===== config.mk =====
export PLATFORM = sky130hd
export DESIGN_NAME = rm14_encode_tx
export DESIGN_NICKNAME = d
export VERILOG_FILES = /design/src/rtl/rm14_encode_tx.sv
export SDC_FILE = /design/constraint.sdc
export NUM_CORES = 1
export LEC_CHECK = 0
export CAP_MARGIN = 20
export CORE_MARGIN = 4
export CORE_UTILIZATION = 45
export DETAILED_ROUTE_END_ITERATION = 16
export PLACE_DENSITY = 0.76
export SYNTH_ARGS = -nofsm -noshare
export SYNTH_HDL_FRONTEND = slang
export SYNTH_SLANG_ARGS = --single-unit
export TNS_END_PERCENT = 20

===== constraint.sdc =====
create_clock -name clk -period 4.5 [get_ports clk]
set_input_delay 0.675 -clock clk [delete_from_list [all_inputs] [get_ports clk]]
set_output_delay 0.675 -clock clk [all_outputs]
set_load 0.005 [all_outputs]

===== src/rtl/rm14_encode_tx.sv =====
// rm14_encode_tx: transmit-side encoder for the (16,5) RM(1,4) link.
// Takes a 5-bit message over valid/ready and builds the systematic 16-bit
// codeword, optionally corrupted by a test error mask. The word is shown in
// parallel, then shifted out one bit per cycle with a start-of-frame flag.
// An optional idle gap follows each frame.
module rm14_encode_tx #(
  parameter bit SER_MSB_FIRST = 1'b0,
  parameter int GAP_CYCLES    = 0
) (
  input  logic        clk,
  input  logic        rst_n,
  input  logic        msg_valid,
  input  logic [4:0]  msg,
  input  logic [15:0] err_mask,
  output logic        msg_ready,
  output logic [15:0] codeword,
  output logic        cw_valid,
  output logic        ser_out,
  output logic        ser_valid,
  output logic        ser_sof
);

  typedef enum logic [1:0] {IDLE, SHIFT, GAP} state_t;

  // Index of the last gap cycle. It is only used when the gap is non-zero.
  localparam logic [3:0] GAP_LAST = (GAP_CYCLES > 0) ? 4'(GAP_CYCLES - 1) : 4'd0;

  state_t      state;
  logic [3:0]  bit_cnt;
  logic [3:0]  gap_cnt;
  logic [15:0] enc_word;
  logic [15:0] load_word;
  logic        first_bit;
  logic [3:0]  next_cnt;
  logic [3:0]  next_idx;

  // Systematic RM(1,4) mapping.
  // Bits 4:0 carry the message.
  // Bits 14:5 are parities over every 3-subset of the message bits.
  // Bit 15 is the parity over the whole message.
  function automatic logic [15:0] encode(input logic [4:0] m);
    logic [15:0] w;
    w[4:0] = m;
    w[5]   = m[0] ^ m[1] ^ m[2];
    w[6]   = m[0] ^ m[1] ^ m[3];
    w[7]   = m[0] ^ m[1] ^ m[4];
    w[8]   = m[0] ^ m[2] ^ m[3];
    w[9]   = m[0] ^ m[2] ^ m[4];
    w[10]  = m[0] ^ m[3] ^ m[4];
    w[11]  = m[1] ^ m[2] ^ m[3];
    w[12]  = m[1] ^ m[2] ^ m[4];
    w[13]  = m[1] ^ m[3] ^ m[4];
    w[14]  = m[2] ^ m[3] ^ m[4];
    w[15]  = ^m;
    return w;
  endfunction

  assign enc_word  = encode(msg);
  assign load_word = enc_word ^ err_mask;
  assign first_bit = SER_MSB_FIRST ? load_word[15] : load_word[0];
  assign next_cnt  = bit_cnt + 4'd1;
  assign next_idx  = SER_MSB_FIRST ? (4'd15 - next_cnt) : next_cnt;

  // Frame sequencer: accept, 16-bit serialisation, optional gap, all outputs registered
  always_ff @(posedge clk or negedge rst_n) begin
    if (!rst_n) begin
      state     <= IDLE;
      bit_cnt   <= 4'd0;
      gap_cnt   <= 4'd0;
      msg_ready <= 1'b0;
      codeword  <= 16'd0;
      cw_valid  <= 1'b0;
      ser_out   <= 1'b0;
      ser_valid <= 1'b0;
      ser_sof   <= 1'b0;
    end else begin
      cw_valid <= 1'b0;
      case (state)
        IDLE: begin
          ser_valid <= 1'b0;
          ser_sof   <= 1'b0;
          ser_out   <= 1'b0;
          if (msg_valid && msg_ready) begin
            codeword  <= load_word;
            cw_valid  <= 1'b1;
            msg_ready <= 1'b0;
            ser_valid <= 1'b1;
            ser_sof   <= 1'b1;
            ser_out   <= first_bit;
            bit_cnt   <= 4'd0;
            state     <= SHIFT;
          end else begin
            msg_ready <= 1'b1;
          end
        end
        SHIFT: begin
          ser_sof <= 1'b0;
          if (bit_cnt == 4'd15) begin
            ser_valid <= 1'b0;
            ser_out   <= 1'b0;
            bit_cnt   <= 4'd0;
            gap_cnt   <= 4'd0;
            if (GAP_CYCLES > 0) begin
              state <= GAP;
            end else begin
              state     <= IDLE;
              msg_ready <= 1'b1;
            end
          end else begin
            bit_cnt <= next_cnt;
            ser_out <= codeword[next_idx];
          end
        end
        GAP: begin
          ser_valid <= 1'b0;
          ser_sof   <= 1'b0;
          ser_out   <= 1'b0;
          if (gap_cnt == GAP_LAST) begin
            gap_cnt   <= 4'd0;
            msg_ready <= 1'b1;
            state     <= IDLE;
          end else begin
            gap_cnt <= gap_cnt + 4'd1;
          end
        end
        default: begin
          state <= IDLE;
        end
      endcase
    end
  end

endmodule


---- After elaboration in Yosys (flattened, before gate mapping) ----
Index checks and enable logic that the tools add are counted.
Widths: inputs -> output; s select.
operators by class
  reductions and logical operators ........ 15
  $add $sub $neg .......................... 2
  muxes and demuxes ....................... 24
  order comparisons ....................... 1
  bitwise operators ....................... 17
  equality and inequality tests ........... 6
operator list
  operator             number
  $mux 4               4
  $pmux 4 s2           2
  $xor 1x1->1          16
  $xor 16x16->16       1
  $mux 1               9
  $pmux 1 s3           3
  $add 4x1->4 const B  2
  $reduce_and 2->1     4
  $mux 2               3
  $ne 2x2->1 const B   3
  $pmux 2 s3           1
  $reduce_and 3->1     2
  $reduce_bool 2->1    3
  $lt 4x5->1 const B   1
  $reduce_xor 5->1     1
  $bmux 1 s4           1
  $eq 4x4->1 const B   1
  $logic_not 4->1      1
  $reduce_bool 3->1    1
  $eq 2x1->1 const B   1
  $eq 2x2->1 const B   1
  $logic_not 2->1      1
  $pmux 1 s2           1
  $reduce_or 2->1      1
  $logic_and 1x1->1    1
word-level totals
  word-level logic and storage cells ...... 74
  bits in registers ....................... 31
  output and inout bits ................... 21

---- Logic depth before layout (Yosys ltp) ----
Gate-level depths: netlist of run 1.
  depth after elaboration ................. 5
  gate-level depth with buffers ........... 6

---- Worst setup path after synthesis of run 1 ----
OpenSTA, ideal clock, no wires.
  kind .................................... input port to flip-flop
  start ................................... input msg[2]
  end ..................................... register codeword[8]
  arrival ................................. 1535 ps
  buffers on the path ..................... 1
  path slack .............................. 2833 ps
  stages .................................. 5
  path through ............................ buf_2 xnor2_2 xor2_1 xor2_1 o21ai_1
between the ends
  word-level cells in the longest chain between the ends .. 3
ends and longest elaborated chain
  what                      RTL line  source
  start: declaration        13        input logic [4:0] msg,
  $xor 1x1->1 (2 in a row)  47        w[8] = m[0] ^ m[2] ^ m[3];
  $xor 16x16->16            59        assign load_word = enc_word ^ err_mask;
  end signal: assignment    84        codeword <= load_word;
  end: declaration          16        output logic [15:0] codeword,
No other way between the ends.
A chain may end at the register's enable or synchronous reset.

---- Final worst setup path of run 1 ----
  start ................................... register codeword[9]
  end ..................................... output codeword[9]
No word-level cell between the ends.

==> results of run 1 <==
cells by family after synthesis:
kind of cell | Yosys count
AOI/OAI and AO/OA | 28
and+or+nand+nor | 37
buffers and inverters | 12
muxes | 6
xor gates and xnor gates | 32
adders and majority gates | 1
DFF | 25
worst max path at each step:
stage | endpoint | start
floorplan | codeword[8] | msg[2]
global placement | ser_out | msg_valid
detailed placement | ser_out | msg_valid
CTS | ser_out | msg_valid
global route | ser_out | bit_cnt[0]
finish | codeword[9] | codeword[9]
cell usage after synthesis, types with 3 or more instances:
library cell / number / share of area
xor2_1: 3 / 0.018
buf_6: 3 / 0.024
nand3_1: 3 / 0.011
clkbuf_1: 4 / 0.011
xnor2_1: 27 / 0.17
dfrtp_1: 25 / 0.44
o21ai_1: 12 / 0.042
nand2_1: 28 / 0.074
o21ai_0: 7 / 0.025
state kept, by name, summed over array words and instances (netlist names):
name and count:
state 1, msg_ready 1, ser_out 1, bit_cnt 4
ser_valid 1, codeword 16, cw_valid 1
per-stage QoR:
stage,std cells,cell area [um2],setup slack (ns),hold WS (ns)
after floorplan,141,1420,2.83,0.379
after global placement,218,1850,2.05,0.496
after detailed placement,218,1850,2.03,0.509
after CTS,222,1870,2.38,0.539
after global routing,224,1930,2.44,0.573
final,224,1930,2.56,0.532
power breakdown:
group	internal, mW	switching [mW]	total, mW
registers	0.327	0.108	0.435
logic	0.344	0.227	0.571
clock network	0.0346	0.0623	0.0969
total	0.705	0.398	1.10
layer usage:
layer | up-vias | GRT usage | routed length [um]
met5 | - | 0 | 0
met4 | 0 | 0.0396 | 29
met3 | 5 | 0.0387 | 179
met2 | 36 | 0.286 | 1480
met1 | 478 | 0.173 | 1240
li1 | 545 | - | -
final cells by class:
type | instances | share of cell area
Clock buffer | 4 | 0.0136
Inverter | 1 | 0.00195
Multi-Input combinational cell | 104 | 0.374
Sequential cell | 25 | 0.325
Tap cell | 44 | 0.0286
Timing Repair Buffer | 46 | 0.257
cells in the final DEF, fill, tap and decap left out, types with 2 or more instances in the layout:
master and count:
mux2i_1 2, nand2_1 28, xor2_1 3, clkdlybuf4s50_1 44, buf_16 2, nand3_1 3
dfrtp_1 25, o21ai_1 12, nor2_1 2, o21ai_0 7, mux2_2 2, clkbuf_4 3
a21oi_1 2, xnor2_1 27
==> flow_metrics.env, run 1 <==
export IMPL_status="finished, final reports clean"
export IMPL_p_leak_nw=0.797
export IMPL_cp_top_family="buffers and inverters"
export IMPL_hold_buffers=0
export IMPL_track_usage=0.154
export IMPL_portBuffers=44
export IMPL_yosysSeqAreaShare=0.439
export IMPL_fin_crit_sh=0.431
export IMPL_synth_top_family_by_area="XOR/XNOR gates"
export IMPL_num_nets_final=206
export IMPL_areaGrowthSynthToFinish_pct=35.3
export IMPL_clkSinkCount=25
export IMPL_path_max_fanout=3
export IMPL_syn_num_nets=166
export IMPL_vias=1064
export IMPL_holdPathEnd="codeword[2]"
export IMPL_finalHoldViolCount=0
export IMPL_worstMarginPinSlew_ns=0.476
export IMPL_syn_inst=141
export IMPL_reg2reg_setup_slack_ns=2.58
export IMPL_max_cap_violations=0
export IMPL_synthAdderAreaFrac=0.00879
export IMPL_dp_hpwl_mm=2.32
export IMPL_r2r_start="bit_cnt[0]"
export IMPL_clk_latency_ns=0.31
export IMPL_boundaryPins=45
export IMPL_n_fill_cell=271
export IMPL_fin_util=0.636
export IMPL_wl_per_cell_um=13.1
export IMPL_synthXorXnorAreaFrac=0.207
export IMPL_path_depth=1
export IMPL_clk_pin_slew_ns=0.13
export IMPL_cts_buffers=3
export IMPL_r2r_cells=5
export IMPL_regArea_um2=626
export IMPL_yosys_warnings=0
export IMPL_required_ns=3.83
export IMPL_synth_compound_area_frac=0.115
export IMPL_multi_input_area_um2=721
export IMPL_tns_ns=0
export IMPL_grt_ovfl_total=0
export IMPL_htreeDepth=1
export IMPL_antenna_left=0
export IMPL_place_gp_congestion=0.754
export IMPL_drt_initial_drc_count=72
export IMPL_postCtsSetupRepairBufs=0
export IMPL_total_power_mw=1.10
export IMPL_vias_per_cell=4.75
export IMPL_crit_path_end_kind="output port"
export IMPL_die_area_mm2=0.00413
export IMPL_start_util=0.470
export IMPL_ctsLongestPathBuffers=2
export IMPL_antenna_cells=0
export IMPL_clock_skew_ns=0.00624
export IMPL_coreArea_mm2=0.00303
export IMPL_antenna_found_initial=0
export IMPL_cts_repair_resized=0
export IMPL_max_freq_mhz=516
export IMPL_peakVddDrop_v=0.000245
export IMPL_wl_mm=2.93
export IMPL_finalSetupViolCount=0
export IMPL_hold_path_cell_count=2
export IMPL_rows=20
export IMPL_max_slew_margin_rel=0.682
export IMPL_fin_crit_ns=1.94
export IMPL_path_cells="clkdlybuf4s50_1"
export IMPL_r2r_end="ser_out"
export IMPL_critPathKind="flip-flop to output port"
export IMPL_hold_start="codeword[2]"
export IMPL_final_layout_size_suffix_gt1_frac=0.0667
export IMPL_firstDrtPassIters=4
export IMPL_grt_max_degree=37
export IMPL_grt_pass1_vias=1143
export IMPL_ys_flop_type="dfrtp_1"
export IMPL_slew_viol_final=0
export IMPL_path_buf_inv=1
export IMPL_synth_edf_count=0
export IMPL_worst_setup_path_start_kind="flip-flop"
export IMPL_netlist_area_mm2=0.00142
export IMPL_die_h_um=64.3
export IMPL_root_buffer="clkbuf_4"
export IMPL_synth_mux_area_frac=0.0641
export IMPL_power_density_mw_per_mm2=572
export IMPL_synth_cell_types=32
export IMPL_min_path_type="flip-flop to flip-flop"
export IMPL_cpPeakStageDelay_ns=0.54
export IMPL_async_flop_share=1.00
export IMPL_critPathSlowestCell="clkdlybuf4s50_1"
export IMPL_syn_avg_cell_area_um2=10.1
export IMPL_die_w_um=64.3
export IMPL_yosys_area_share_simple=0.111
export IMPL_cts_tree="yes"
export IMPL_arrival_ns=1.26
export IMPL_synth_seq_cells=25
export IMPL_rsz0062_at_grt="false"
export IMPL_grt_pass1_wl_mm=5.08
export IMPL_drc=0
Note: power is estimated with default switching activity, not from simulation.
==> run 2, diff against run 1 <==
==> constraint.sdc (replaced) <==
create_clock -name clk -period 1.82 [get_ports clk]
set_input_delay 0.273 -clock clk [delete_from_list [all_inputs] [get_ports clk]]
set_output_delay 0.273 -clock clk [all_outputs]
set_load 0.005 [all_outputs]
==> flow_metrics.env, run 2 (synthesis gave the netlist of run 1 again) <==
export IMPL_power_density_mw_per_mm2=1430
export IMPL_status="finished, final reports clean"
export IMPL_clock_skew_ns=0.00227
export IMPL_worstMarginPinSlew_ns=0.410
export IMPL_cpPeakStageDelay_ns=0.47
export IMPL_firstDrtPassIters=4
export IMPL_fin_crit_sh=0.946
export IMPL_coreArea_mm2=0.00303
export IMPL_critPathSlowestCell="dfrtp_1"
export IMPL_rows=20
export IMPL_clk_latency_ns=0.31
export IMPL_worst_setup_path_start_kind="flip-flop"
export IMPL_slew_viol_final=0
export IMPL_wl_mm=3.08
export IMPL_grt_pass1_wl_mm=5.44
export IMPL_min_path_type="input pin to asynchronous set/reset pin"
export IMPL_max_cap_violations=0
export IMPL_regMostFlops="codeword"
export IMPL_max_freq_mhz=581
export IMPL_mostFrequentLayoutCell="clkdlybuf4s50_1"
export IMPL_p_sw_frac=0.358
export IMPL_required_ns=2.03
export IMPL_power_frac_comb=0.543
export IMPL_place_area_mm2=0.00193
export IMPL_die_area_mm2=0.00413
export IMPL_wl_per_cell_um=13.2
export IMPL_antenna_left=0
export IMPL_hold_buffers=0
export IMPL_path_buf_inv=0
export IMPL_largest_reg_flops=16
export IMPL_drc=0
export IMPL_fin_crit_ns=1.72
export IMPL_areaGrowthSynthToFinish_pct=37.4
export IMPL_power_frac_clock=0.084
export IMPL_dp_hpwl_mm=2.57
export IMPL_critPathKind="flip-flop to flip-flop"
export IMPL_vias=1153
export IMPL_root_buffer="clkbuf_4"
export IMPL_tns_ns=0
export IMPL_antenna_found_initial=0
export IMPL_die_h_um=64.3
export IMPL_grt_pass1_vias=1232
export IMPL_arrival_ns=1.93
export IMPL_track_usage=0.165
export IMPL_rsz0062_at_grt="false"
export IMPL_path_cells="ha_2 > mux4_2 > mux2i_1 > o22ai_1 > a41o_1"
export IMPL_layout_common_cells="44 x clkdlybuf4s50_1, 28 x nand2_1, 27 x xnor2_1, 25 x dfrtp_1, 12 x o21ai_1"
export IMPL_clkSinkCount=25
export IMPL_finalSetupViolCount=0
export IMPL_crit_path_end_kind="flip-flop"
export IMPL_ctsLongestPathBuffers=2
export IMPL_finalHoldViolCount=0
export IMPL_grt_ovfl_total=0
export IMPL_num_nets_final=215
export IMPL_grt_max_degree=26
export IMPL_final_layout_size_suffix_gt1_frac=0.116
export IMPL_boundaryPins=45
export IMPL_top_regs="codeword: 16 flops, bit_cnt: 4 flops"
export IMPL_clk_pin_slew_ns=0.12
export IMPL_antenna_cells=0
export IMPL_cp_top_family="flip-flops"
export IMPL_seq_power_share=0.373
export IMPL_p_int_mw=1.80
export IMPL_peakVddDrop_v=0.000539
export IMPL_htreeDepth=1
export IMPL_path_max_fanout=5
export IMPL_drt_initial_drc_count=58
export IMPL_reg2reg_setup_slack_ns=0.1
export IMPL_p_switching_mw=1.00
export IMPL_cts_buffers=3
export IMPL_vias_per_cell=4.95
export IMPL_dpl_cell_count=229
export IMPL_fin_area_mm2=0.00196
export IMPL_place_gp_congestion=0.798
export IMPL_layout_cells_non_filler=233
export IMPL_p_leak_nw=0.821
export IMPL_portBuffers=44
export IMPL_cts_tree="yes"
export IMPL_max_slew_margin_rel=0.725
export IMPL_start_util=0.470
export IMPL_die_w_um=64.3
run 2: cell count changes in the layout (fill, tap and decap cells not counted):
cell,before,now
buf_4,0,11
buf_16,2,0
ha_1,1,0
ha_2,0,1
run 2: worst paths after layout:
check	startpoint	end	cells after the start
min in group clk	codeword[2]	codeword[2]	2
hold reg to reg	codeword[2]	codeword[2]	2
setup / recovery	bit_cnt[0]	ser_out	5
setup reg to reg	bit_cnt[0]	ser_out	5
max in group asynchronous	rst_n	codeword[14]	2
hold / removal	rst_n	ser_valid	2
run 2: what timing repair did:
| item | in CTS | in global routing |
|---|---|---|
| setup endpoints to repair | 0 | 1 |
| setup buffers | 0 | 0 |
| resized for setup | 0 | 1 |
run 2: cell type report:
cell class | count | area [um2]
clock buffer | 4 | 26.3
fill | 259 | 1070
inverter | 1 | 3.75
multi-input combinational | 104 | 723
sequential | 25 | 626
tap | 44 | 55.1
timing repair buffer | 55 | 523
run 2: through the flow:
stage,utilization,hold WS [ns],setup WS [ns],total power [mW]
finish,0.646,0.309,0.0978,2.80
global route,0.646,0.302,0.0207,3.06
CTS,0.645,0.317,0.0812,2.82
detailed placement,0.637,0.500,0.0972,2.58
global placement,0.637,0.494,0.186,2.52
floorplan,-,-0.0226,0.235,1.88
run 2: power groups by stage:
| stage | Sequential [mW] | Combinational, mW | Clock [mW] |
|---|---|---|---|
| 2_1_floorplan | 1.00 | 0.878 | 0 |
| 3_3_place_gp | 1.05 | 1.47 | 0 |
| 3_5_place_dp | 1.06 | 1.52 | 0 |
| 4_1_cts | 1.05 | 1.53 | 0.242 |
| 5_1_grt | 1.09 | 1.70 | 0.279 |
| 6_report | 1.05 | 1.52 | 0.235 |
run 2: layer usage:
layer | global-route usage | wire, um | vias up
met5 | 0 | 0 | -
met4 | 0.0396 | 33 | 0
met3 | 0.0387 | 252 | 5
met2 | 0.308 | 1610 | 55
met1 | 0.187 | 1180 | 528
li1 | - | - | 565
